[src/rtl/level_writer.sv]
// -----------------------------------------------------------------------------
// level_writer
//
// Write-side controller for the 15x20 tile map (3-bit tile codes). It owns the
// single registered write port into tile storage and performs three jobs:
//   * CLEAR : fill every tile with one code, one write per cycle, row-major.
//   * LOAD  : accept a row-major tile stream (valid/ready) and write it out.
//   * point write : overwrite one tile addressed by pixel coordinate.
//
// Ports
//   clk, rst_n                 clock, asynchronous active-low reset
//   clear_start, fill_tile     one-cycle clear request and its tile code
//   load_start                 one-cycle level-load request
//   tile_valid/tile_data       level stream in; tile_ready is the accept
//   wr_req, wr_x, wr_y, wr_tile  level-held point-write request
//   wr_ack / wr_err            one-cycle outcome pulses of a point write
//   mem_we/mem_row/mem_col/mem_data  registered tile-storage write port
//   busy                       CLEAR or LOAD in progress
//   done                       one-cycle pulse when a clear or load completes
// -----------------------------------------------------------------------------
module level_writer #(
  parameter int ROW_MAX = 14,
  parameter int COL_MAX = 19,
  parameter int LEFT    = 144,
  parameter int TOP     = 35
) (
  input  logic       clk,
  input  logic       rst_n,
  input  logic       clear_start,
  input  logic [2:0] fill_tile,
  input  logic       load_start,
  input  logic       tile_valid,
  input  logic [2:0] tile_data,
  output logic       tile_ready,
  input  logic       wr_req,
  input  logic [9:0] wr_x,
  input  logic [9:0] wr_y,
  input  logic [2:0] wr_tile,
  output logic       wr_ack,
  output logic       wr_err,
  output logic       mem_we,
  output logic [4:0] mem_row,
  output logic [4:0] mem_col,
  output logic [2:0] mem_data,
  output logic       busy,
  output logic       done
);

  typedef enum logic [1:0] {IDLE, CLEAR, LOAD} state_t;

  localparam logic [4:0] ROW_LAST = 5'(ROW_MAX);
  localparam logic [4:0] COL_LAST = 5'(COL_MAX);
  localparam logic [9:0] LEFT_C   = 10'(LEFT);
  localparam logic [9:0] TOP_C    = 10'(TOP);

  state_t     state, state_next;

  // (cnt_row, cnt_col) is the position of the next bulk write.
  logic [4:0] cnt_row, cnt_col, cnt_row_next, cnt_col_next;
  logic [4:0] adv_row, adv_col;
  logic       cnt_at_end;

  logic [2:0] fill_q, fill_next;

  // Set when the final bulk write has been issued; the following cycle emits
  // done and returns to IDLE, so done always trails the last write by one.
  logic       last_wr, last_next;

  logic       tile_ready_next, wr_ack_next, wr_err_next, mem_we_next;
  logic       busy_next, done_next;
  logic [4:0] mem_row_next, mem_col_next;
  logic [2:0] mem_data_next;

  logic [4:0] pw_row, pw_col;
  logic       pw_ok;
  logic       accept;

  // Off-map coordinates left of / above the map wrap to a large 10-bit value,
  // which lands at index >= 27, so one upper-bound check covers both sides.
  assign pw_row = 5'((wr_y - TOP_C) >> 5);
  assign pw_col = 5'((wr_x - LEFT_C) >> 5);
  assign pw_ok  = (pw_row <= ROW_LAST) && (pw_col <= COL_LAST);

  assign accept     = tile_valid & tile_ready;
  assign cnt_at_end = (cnt_row == ROW_LAST) && (cnt_col == COL_LAST);

  // Row-major advance of the bulk-write counter.
  always_comb begin
    // NOTE: every variable gets a value on every path of a combinational
    // block; a missed branch would otherwise infer a latch.
    adv_row = cnt_row;
    adv_col = cnt_col + 5'd1;
    if (cnt_col == COL_LAST) begin
      adv_col = 5'd0;
      adv_row = (cnt_row == ROW_LAST) ? 5'd0 : cnt_row + 5'd1;
    end
  end

  // ---------------------------------------------------------------------------
  // State register
  // ---------------------------------------------------------------------------
  always_ff @(posedge clk or negedge rst_n) begin
    // NOTE: sequential state uses non-blocking assignments so every register
    // samples the pre-edge values regardless of statement order.
    if (!rst_n) state <= IDLE;
    else        state <= state_next;
  end

  // ---------------------------------------------------------------------------
  // Next-state logic
  // ---------------------------------------------------------------------------
  always_comb begin
    state_next = state;
    case (state)
      IDLE: begin
        if (clear_start)     state_next = CLEAR;
        else if (load_start) state_next = LOAD;
      end
      CLEAR, LOAD: begin
        if (last_wr) state_next = IDLE;
      end
      default: state_next = IDLE;
    endcase
  end

  // ---------------------------------------------------------------------------
  // Output / datapath next values (registered below)
  // ---------------------------------------------------------------------------
  always_comb begin
    cnt_row_next    = cnt_row;
    cnt_col_next    = cnt_col;
    fill_next       = fill_q;
    last_next       = 1'b0;
    tile_ready_next = 1'b0;
    wr_ack_next     = 1'b0;
    wr_err_next     = 1'b0;
    mem_we_next     = 1'b0;
    mem_row_next    = mem_row;
    mem_col_next    = mem_col;
    mem_data_next   = mem_data;
    busy_next       = 1'b0;
    done_next       = 1'b0;

    case (state)
      IDLE: begin
        if (clear_start) begin
          // First fill write goes out together with entering CLEAR.
          fill_next     = fill_tile;
          mem_we_next   = 1'b1;
          mem_row_next  = 5'd0;
          mem_col_next  = 5'd0;
          mem_data_next = fill_tile;
          cnt_row_next  = (COL_LAST == 5'd0) ? 5'd1 : 5'd0;
          cnt_col_next  = (COL_LAST == 5'd0) ? 5'd0 : 5'd1;
          last_next     = (ROW_LAST == 5'd0) && (COL_LAST == 5'd0);
          busy_next     = 1'b1;
        end else if (load_start) begin
          cnt_row_next    = 5'd0;
          cnt_col_next    = 5'd0;
          tile_ready_next = 1'b1;
          busy_next       = 1'b1;
        end else if (wr_req) begin
          if (pw_ok) begin
            mem_we_next   = 1'b1;
            mem_row_next  = pw_row;
            mem_col_next  = pw_col;
            mem_data_next = wr_tile;
            wr_ack_next   = 1'b1;
          end else begin
            wr_err_next = 1'b1;
          end
        end
      end

      CLEAR: begin
        if (last_wr) begin
          done_next = 1'b1;
        end else begin
          mem_we_next   = 1'b1;
          mem_row_next  = cnt_row;
          mem_col_next  = cnt_col;
          mem_data_next = fill_q;
          cnt_row_next  = adv_row;
          cnt_col_next  = adv_col;
          last_next     = cnt_at_end;
          busy_next     = 1'b1;
        end
      end

      LOAD: begin
        if (last_wr) begin
          done_next = 1'b1;
        end else begin
          busy_next       = 1'b1;
          tile_ready_next = 1'b1;
          if (accept) begin
            mem_we_next   = 1'b1;
            mem_row_next  = cnt_row;
            mem_col_next  = cnt_col;
            mem_data_next = tile_data;
            cnt_row_next  = adv_row;
            cnt_col_next  = adv_col;
            if (cnt_at_end) begin
              // Stop accepting immediately after the final tile.
              last_next       = 1'b1;
              tile_ready_next = 1'b0;
            end
          end
        end
      end

      default: ;
    endcase
  end

  // ---------------------------------------------------------------------------
  // Output and datapath registers
  // ---------------------------------------------------------------------------
  always_ff @(posedge clk or negedge rst_n) begin
    if (!rst_n) begin
      cnt_row    <= 5'd0;
      cnt_col    <= 5'd0;
      fill_q     <= 3'd0;
      last_wr    <= 1'b0;
      tile_ready <= 1'b0;
      wr_ack     <= 1'b0;
      wr_err     <= 1'b0;
      mem_we     <= 1'b0;
      mem_row    <= 5'd0;
      mem_col    <= 5'd0;
      mem_data   <= 3'd0;
      busy       <= 1'b0;
      done       <= 1'b0;
    end else begin
      cnt_row    <= cnt_row_next;
      cnt_col    <= cnt_col_next;
      fill_q     <= fill_next;
      last_wr    <= last_next;
      tile_ready <= tile_ready_next;
      wr_ack     <= wr_ack_next;
      wr_err     <= wr_err_next;
      mem_we     <= mem_we_next;
      mem_row    <= mem_row_next;
      mem_col    <= mem_col_next;
      mem_data   <= mem_data_next;
      busy       <= busy_next;
      done       <= done_next;
    end
  end

endmodule

[config.mk]
export PLATFORM = sky130hd
export DESIGN_NAME = level_writer
export DESIGN_NICKNAME = d
export VERILOG_FILES = /design/src/rtl/level_writer.sv
export SDC_FILE = /design/constraint.sdc
export NUM_CORES = 1
export LEC_CHECK = 0
export BUFFER_PORTS_ARGS = -buffer_cell sky130_fd_sc_hd__buf_2
export CAP_MARGIN = 20
export CORE_UTILIZATION = 49
export DETAILED_ROUTE_END_ITERATION = 12
export PLACE_DENSITY = 0.79
export SYNTH_ARGS = -nofsm -noshare
export SYNTH_HDL_FRONTEND = slang
export SYNTH_SLANG_ARGS = --single-unit
[constraint.sdc]
create_clock -name clk -period 4.93 [get_ports clk]
set_clock_uncertainty 0.1 [all_clocks]
set_input_delay 0.493 -clock clk [delete_from_list [all_inputs] [get_ports clk]]
set_output_delay 0.493 -clock clk [all_outputs]
set_load 0.01 [all_outputs]
* Yosys cells after proc, flatten, opt, wreduce, memory -nomap -nowiden
Index checks and enable logic that the tools add are counted.
** Cells by class
- Add/subtract/negate cells :: 4
- $lt $le $gt $ge :: 2
- Eq/ne operators :: 12
- Mux-type cells :: 72
- Bitwise logic cells :: 1
- Reduce and logical (&&, ||, !) cells :: 9
** Operators by type and width (count)
- $mux 5 :: 26
- $pmux 5 s3 :: 4
- $mux 1 :: 26
- $mux 3 :: 7
- $ne 3x3->1 const B :: 4
- $add 5x1->5 const B :: 2
- $sub 10x6->10 const B :: 1
- $sub 10x8->10 const B :: 1
- $pmux 3 s3 :: 1
- $reduce_and 7->1 :: 1
- $mux 2 :: 3
- $ne 2x2->1 const B :: 3
- $pmux 1 s2 :: 3
- $eq 5x4->1 const B :: 1
- $eq 5x5->1 const B :: 1
- $le 5x4->1 const B :: 1
- $le 5x5->1 const B :: 1
- $reduce_and 5->1 :: 1
- $pmux 2 s2 :: 1
- $reduce_and 2->1 :: 2
- $pmux 1 s3 :: 1
- $reduce_bool 3->1 :: 1
- $eq 2x1->1 const B :: 1
- $eq 2x2->1 const B :: 1
- 5 further kinds :: 6
** Word-level totals
- Register bits :: 35
- Input port bits :: 35
- Output and inout port bits :: 19
- Logic and storage cells :: 114

* Logic depth before layout (Yosys ltp)
- Depth in word-level cells :: 8
- Depth in mapped cells :: 9
- Mapped depth without buffers :: 8

* Worst setup path before layout
OpenSTA, ideal clock, no wires.
- Path type :: input port to flip-flop
- Start :: input wr_y[0]
- End :: register mem_col[0]
- Library setup time :: 125 ps
- Arrival :: 2131 ps
- Data required time :: 4705 ps
- Path slack :: 2574 ps
- Stages :: 7
- Path buffers :: 1
- Cells stage by stage :: a2111o_1 > a21boi_2 > o22a_2 > nor4_4 > o221ai_2 > buf_6 > mux2_2
** Between the ends
- Cells in the longest elaborated chain, start to end :: 5
** Ends and longest elaborated chain
- start, declared :: line 37 : input logic [9:0] wr_y,
- $sub 10x6->10 :: line 80 : assign pw_row = 5'((wr_y - TOP_C) >> 5);
- $le 5x4->1 :: line 82 : assign pw_ok = (pw_row <= ROW_LAST) && (pw_col <= COL_LAST);
- $logic_and 1x1->1 :: line 82
- $ne 3x3->1 (no line)
- $reduce_and 7->1 (no line)
- end signal, assigned :: line 244 : mem_col <= mem_col_next;
- end, declared :: line 43 : output logic [4:0] mem_col,
Every way passes these cells.
A chain may end at the register's enable or synchronous reset.

* Worst setup path in the final report
- Start :: register state[0]
- End :: register cnt_row[4]
** Between the ends
- Cells in the longest elaborated chain, start to end :: 3
- Elaborated cells between the ends (all ways) :: 10
- Classes of those cells :: 6 x eq/ne; 1 x mux; 3 x reduce/logical
** Ends and longest elaborated chain
- start, declared :: line 56 : state_t state, state_next;
- start signal, assigned :: line 106 : else state <= state_next;
- $eq 2x2->1, or another cell as far along :: line 144 : case (state)
- $ne 2x2->1 (no line), or another cell as far along
- $reduce_and 5->1 (no line)
- end signal, assigned :: line 235 : cnt_row <= cnt_row_next;
- end, declared :: line 59 : logic [4:0] cnt_row, cnt_col, cnt_row_next, cnt_col_next;
Several ways; a longest one is shown, not always the timed one.

==> impl_metrics.ini <==
[status]
status = completed

[final_layout]
final_common_cell = buf_2
area_delta_synth_final_pct = 16.93
layout.cells.non_filler = 308
final_cell_mix = buf_2 (49), dfrtp_1 (35), mux2_2 (17)
drive_above_1_share_pct = 30.23
antennaDiodeCount = 0
nNetsFinal = 302

[yosys]
synth_top_family_by_area = compound AO/OA/AOI/OAI gates
synthMuxAreaShare_pct = 11.19
synth-compound-area-share_pct = 18.86
synthArstFlopShare_pct = 100.0
syn_nets = 252
ys_ff_latch = 35
synthSimpleGateAreaFrac_pct = 16.20
synthCells = 209
syn_area_per_cell_um2 = 9.902
synthXorXnorAreaFrac_pct = 2.963
ys.warnings.count = 0
yosysSeqAreaShare_pct = 42.32
synth_edf_count = 0
synth_fa_ha_area_share_pct = 4.837
ys_types = 44
netlist_area_um2 = 2069
synth-main-ff-cell = dfrtp_1

[setup_path]
cp_slowest_cell = ha_1
setup.worst_path.end_class = flop
critPathKind = reg -> reg
cp_max_fo = 22
arrival_ns = 2.93
crit_family = compound AO/OA/AOI/OAI gates
cp-start-kind = flop
required_ns = 5.01
cp_cell_sequence = inv_1, ha_1, inv_1, a21o_1, o21ai_0, nor2_1, nand3_1, o31ai_1
critPathMostFrequentCell = inv_1
path_buf_inv = 2
max_stage_delay_ns = 0.57

[sta]
finalHoldViolCount = 0
fin_tns_setup_ns = 0
slew_headroom_pct = 42.01
min_period_over_period_pct = 57.69
period_minus_slack_ns = 2.844
rsz0062_at_grt = false
setup_viol = 0
timing.final.max_slew_violations = 0
max_freq_mhz = 351.6
tightest_slew_ns = 0.8699

[drt]
drt_wl_total_um = 4404
dr.pass1.iters = 5
wl_per_cell_um = 14.30
drc = 0
via_per_inst = 5.695
drtIter0Drc = 57
drtAntennaViolNets = 0
vias = 1754

[global_route]
grt-ovfl-total = 0
grtUsageMet3_pct = 5.651
busiest_layer = met2
use_met2_pct = 35.73
grt_max_degree = 36
grt_antenna_before_repair = 0
grt_usage_pct = 21.41
grt_pass1_vias = 1620
grt_pass1_wl_um = 7107
use_met1_pct = 26.07

[power_and_ir_drop]
power_uw = 1284
internal_power_uw = 757.5
p_switching_uw = 526.8
seqPwrFrac_pct = 34.4
swShare_pct = 41.02
ir_drop_v = 0.0003613
power_density_nw_per_um2 = 530.7
power_frac_comb_pct = 50.8
pwr-share-clk_pct = 14.8
leakagePower_uw = 0.001153

[cts]
cts_buffer_depth = 2
ctsResizeCount = 0
hold_buffers = 0
clock_latency_ns = 0.29
cts_buffers = 5
cts-htree-levels = 2
cts.sinks = 35
cts_post_setup_buffers_inserted = 0
clkTransAtPathRegs_ns = 0.06
cts_root_buf = clkbuf_8
cts_tree = done

[floorplanning]
die_area_um2 = 4487
initial_core_util_pct = 51.37
die_h_um = 66.99
die_w_um = 66.99
io_pins = 54
core_area_um2 = 4029
fp-row-count = 23

[run]
drv_cap = 0

[place]
dp_hpwl_um = 3169
dp_cells = 302
port-buffer-count = 49
gp_congestion = 0.8584

[worst_hold_path]
worst_hold_path_type = in -> async
cells by family after synthesis:
family	after synthesis
simple gates	63
compound gates	57
flops	35
mux	21
buf+inv	18
fa+ha+maj	8
xor+xnor	7
worst reg2reg max path: cells and delay by family, from the launching register on:
| family | cells | cell delay (ns) |
|---|---|---|
| compound gates | 3 | 0.61 |
| fa+ha+maj | 1 | 0.57 |
| flops | 1 | 0.40 |
| buf+inv | 2 | 0.60 |
| simple gates | 2 | 0.46 |
per-stage QoR:
step                instance area, um^2  worst slack [ns]  utilization [%]  hold WS [ns]
detailed placement                 2347             2.014            58.26        0.3885
floorplan                          2069             2.574                -       0.09741
global route                       2420             1.882            60.06        0.2559
CTS                                2420             2.137            60.06        0.2147
global placement                   2347             2.054            58.26        0.3847
finish                             2420             2.086            60.06        0.1834
metal layers:
| layer | wire (um) | share of wire [%] |
|---|---|---|
| met1 | 1962 | 45 |
| met2 | 2176 | 49 |
| met3 | 221 | 5.0 |
| met4 | 44 | 1.0 |
| met5 | 0 | 0 |
Yosys cell counts, types with 2 or more instances:
| library cell | instances | area (um^2) |
|---|---|---|
| a21oi_1 | 16 | 80.08 |
| a221oi_1 | 3 | 26.28 |
| a22o_1 | 3 | 26.28 |
| a31oi_1 | 2 | 12.51 |
| a32o_1 | 2 | 20.02 |
| and3_1 | 3 | 18.77 |
| clkbuf_1 | 5 | 18.77 |
| dfrtp_1 | 35 | 875.8 |
| ha_1 | 8 | 100.1 |
| inv_1 | 12 | 45.04 |
| mux2_2 | 17 | 191.4 |
| mux2i_1 | 4 | 40.04 |
| nand2_1 | 15 | 56.30 |
| nand2b_1 | 4 | 25.02 |
| nand3_1 | 7 | 35.03 |
| nor2_1 | 13 | 48.80 |
| nor2b_1 | 4 | 25.02 |
| nor3_1 | 6 | 30.03 |
| o21ai_0 | 13 | 65.06 |
| o22ai_1 | 2 | 12.51 |
| o31ai_1 | 6 | 45.04 |
| or3_1 | 2 | 12.51 |
| xnor2_1 | 3 | 26.28 |
| xor2_1 | 4 | 35.03 |
registers in the layout (all words and copies together) (netlist names), 2 cells and up:
signal,cells
cnt_row,5
fill_q,3
mem_row,5
state,2
mem_col,5
cnt_col,5
mem_data,3
final timing paths:
kind	from	end	slack, ns	cells past startpoint
max in group asynchronous	rst_n	mem_col[4]$_DFFE_PN0P_	4.05	1
max reg2reg	state[0]$_DFFE_PN0P_	cnt_row[4]$_DFFE_PN0P_	2.09	8
max	state[0]$_DFFE_PN0P_	cnt_row[4]$_DFFE_PN0P_	2.09	8
min in group clk	fill_tile[1]	fill_q[1]$_DFFE_PN0P_	0.36	2
min	rst_n	fill_q[0]$_DFFE_PN0P_	0.18	1
min reg2reg	mem_data[1]$_DFFE_PN0P_	mem_data[1]$_DFFE_PN0P_	0.40	1
area by class of cell:
cell class | instances | area (um^2)
inverters | 12 | 45.04
well taps | 50 | 62.56
clock buffers | 6 | 72.57
flip-flops and latches | 35 | 875.8
multi-input cells | 156 | 1119
fillers | 351 | 1609
repair buffers | 49 | 245.2
power groups by stage:
stage          clock network [uW]  registers, uW  logic [uW]
6_report                      190            442         652
4_1_cts                       195            442         650
5_1_grt                       207            453         720
3_3_place_gp                    0            442         639
3_5_place_dp                    0            448         649
2_1_floorplan                   0            465         460
Power figures use the tool's default switching activity.
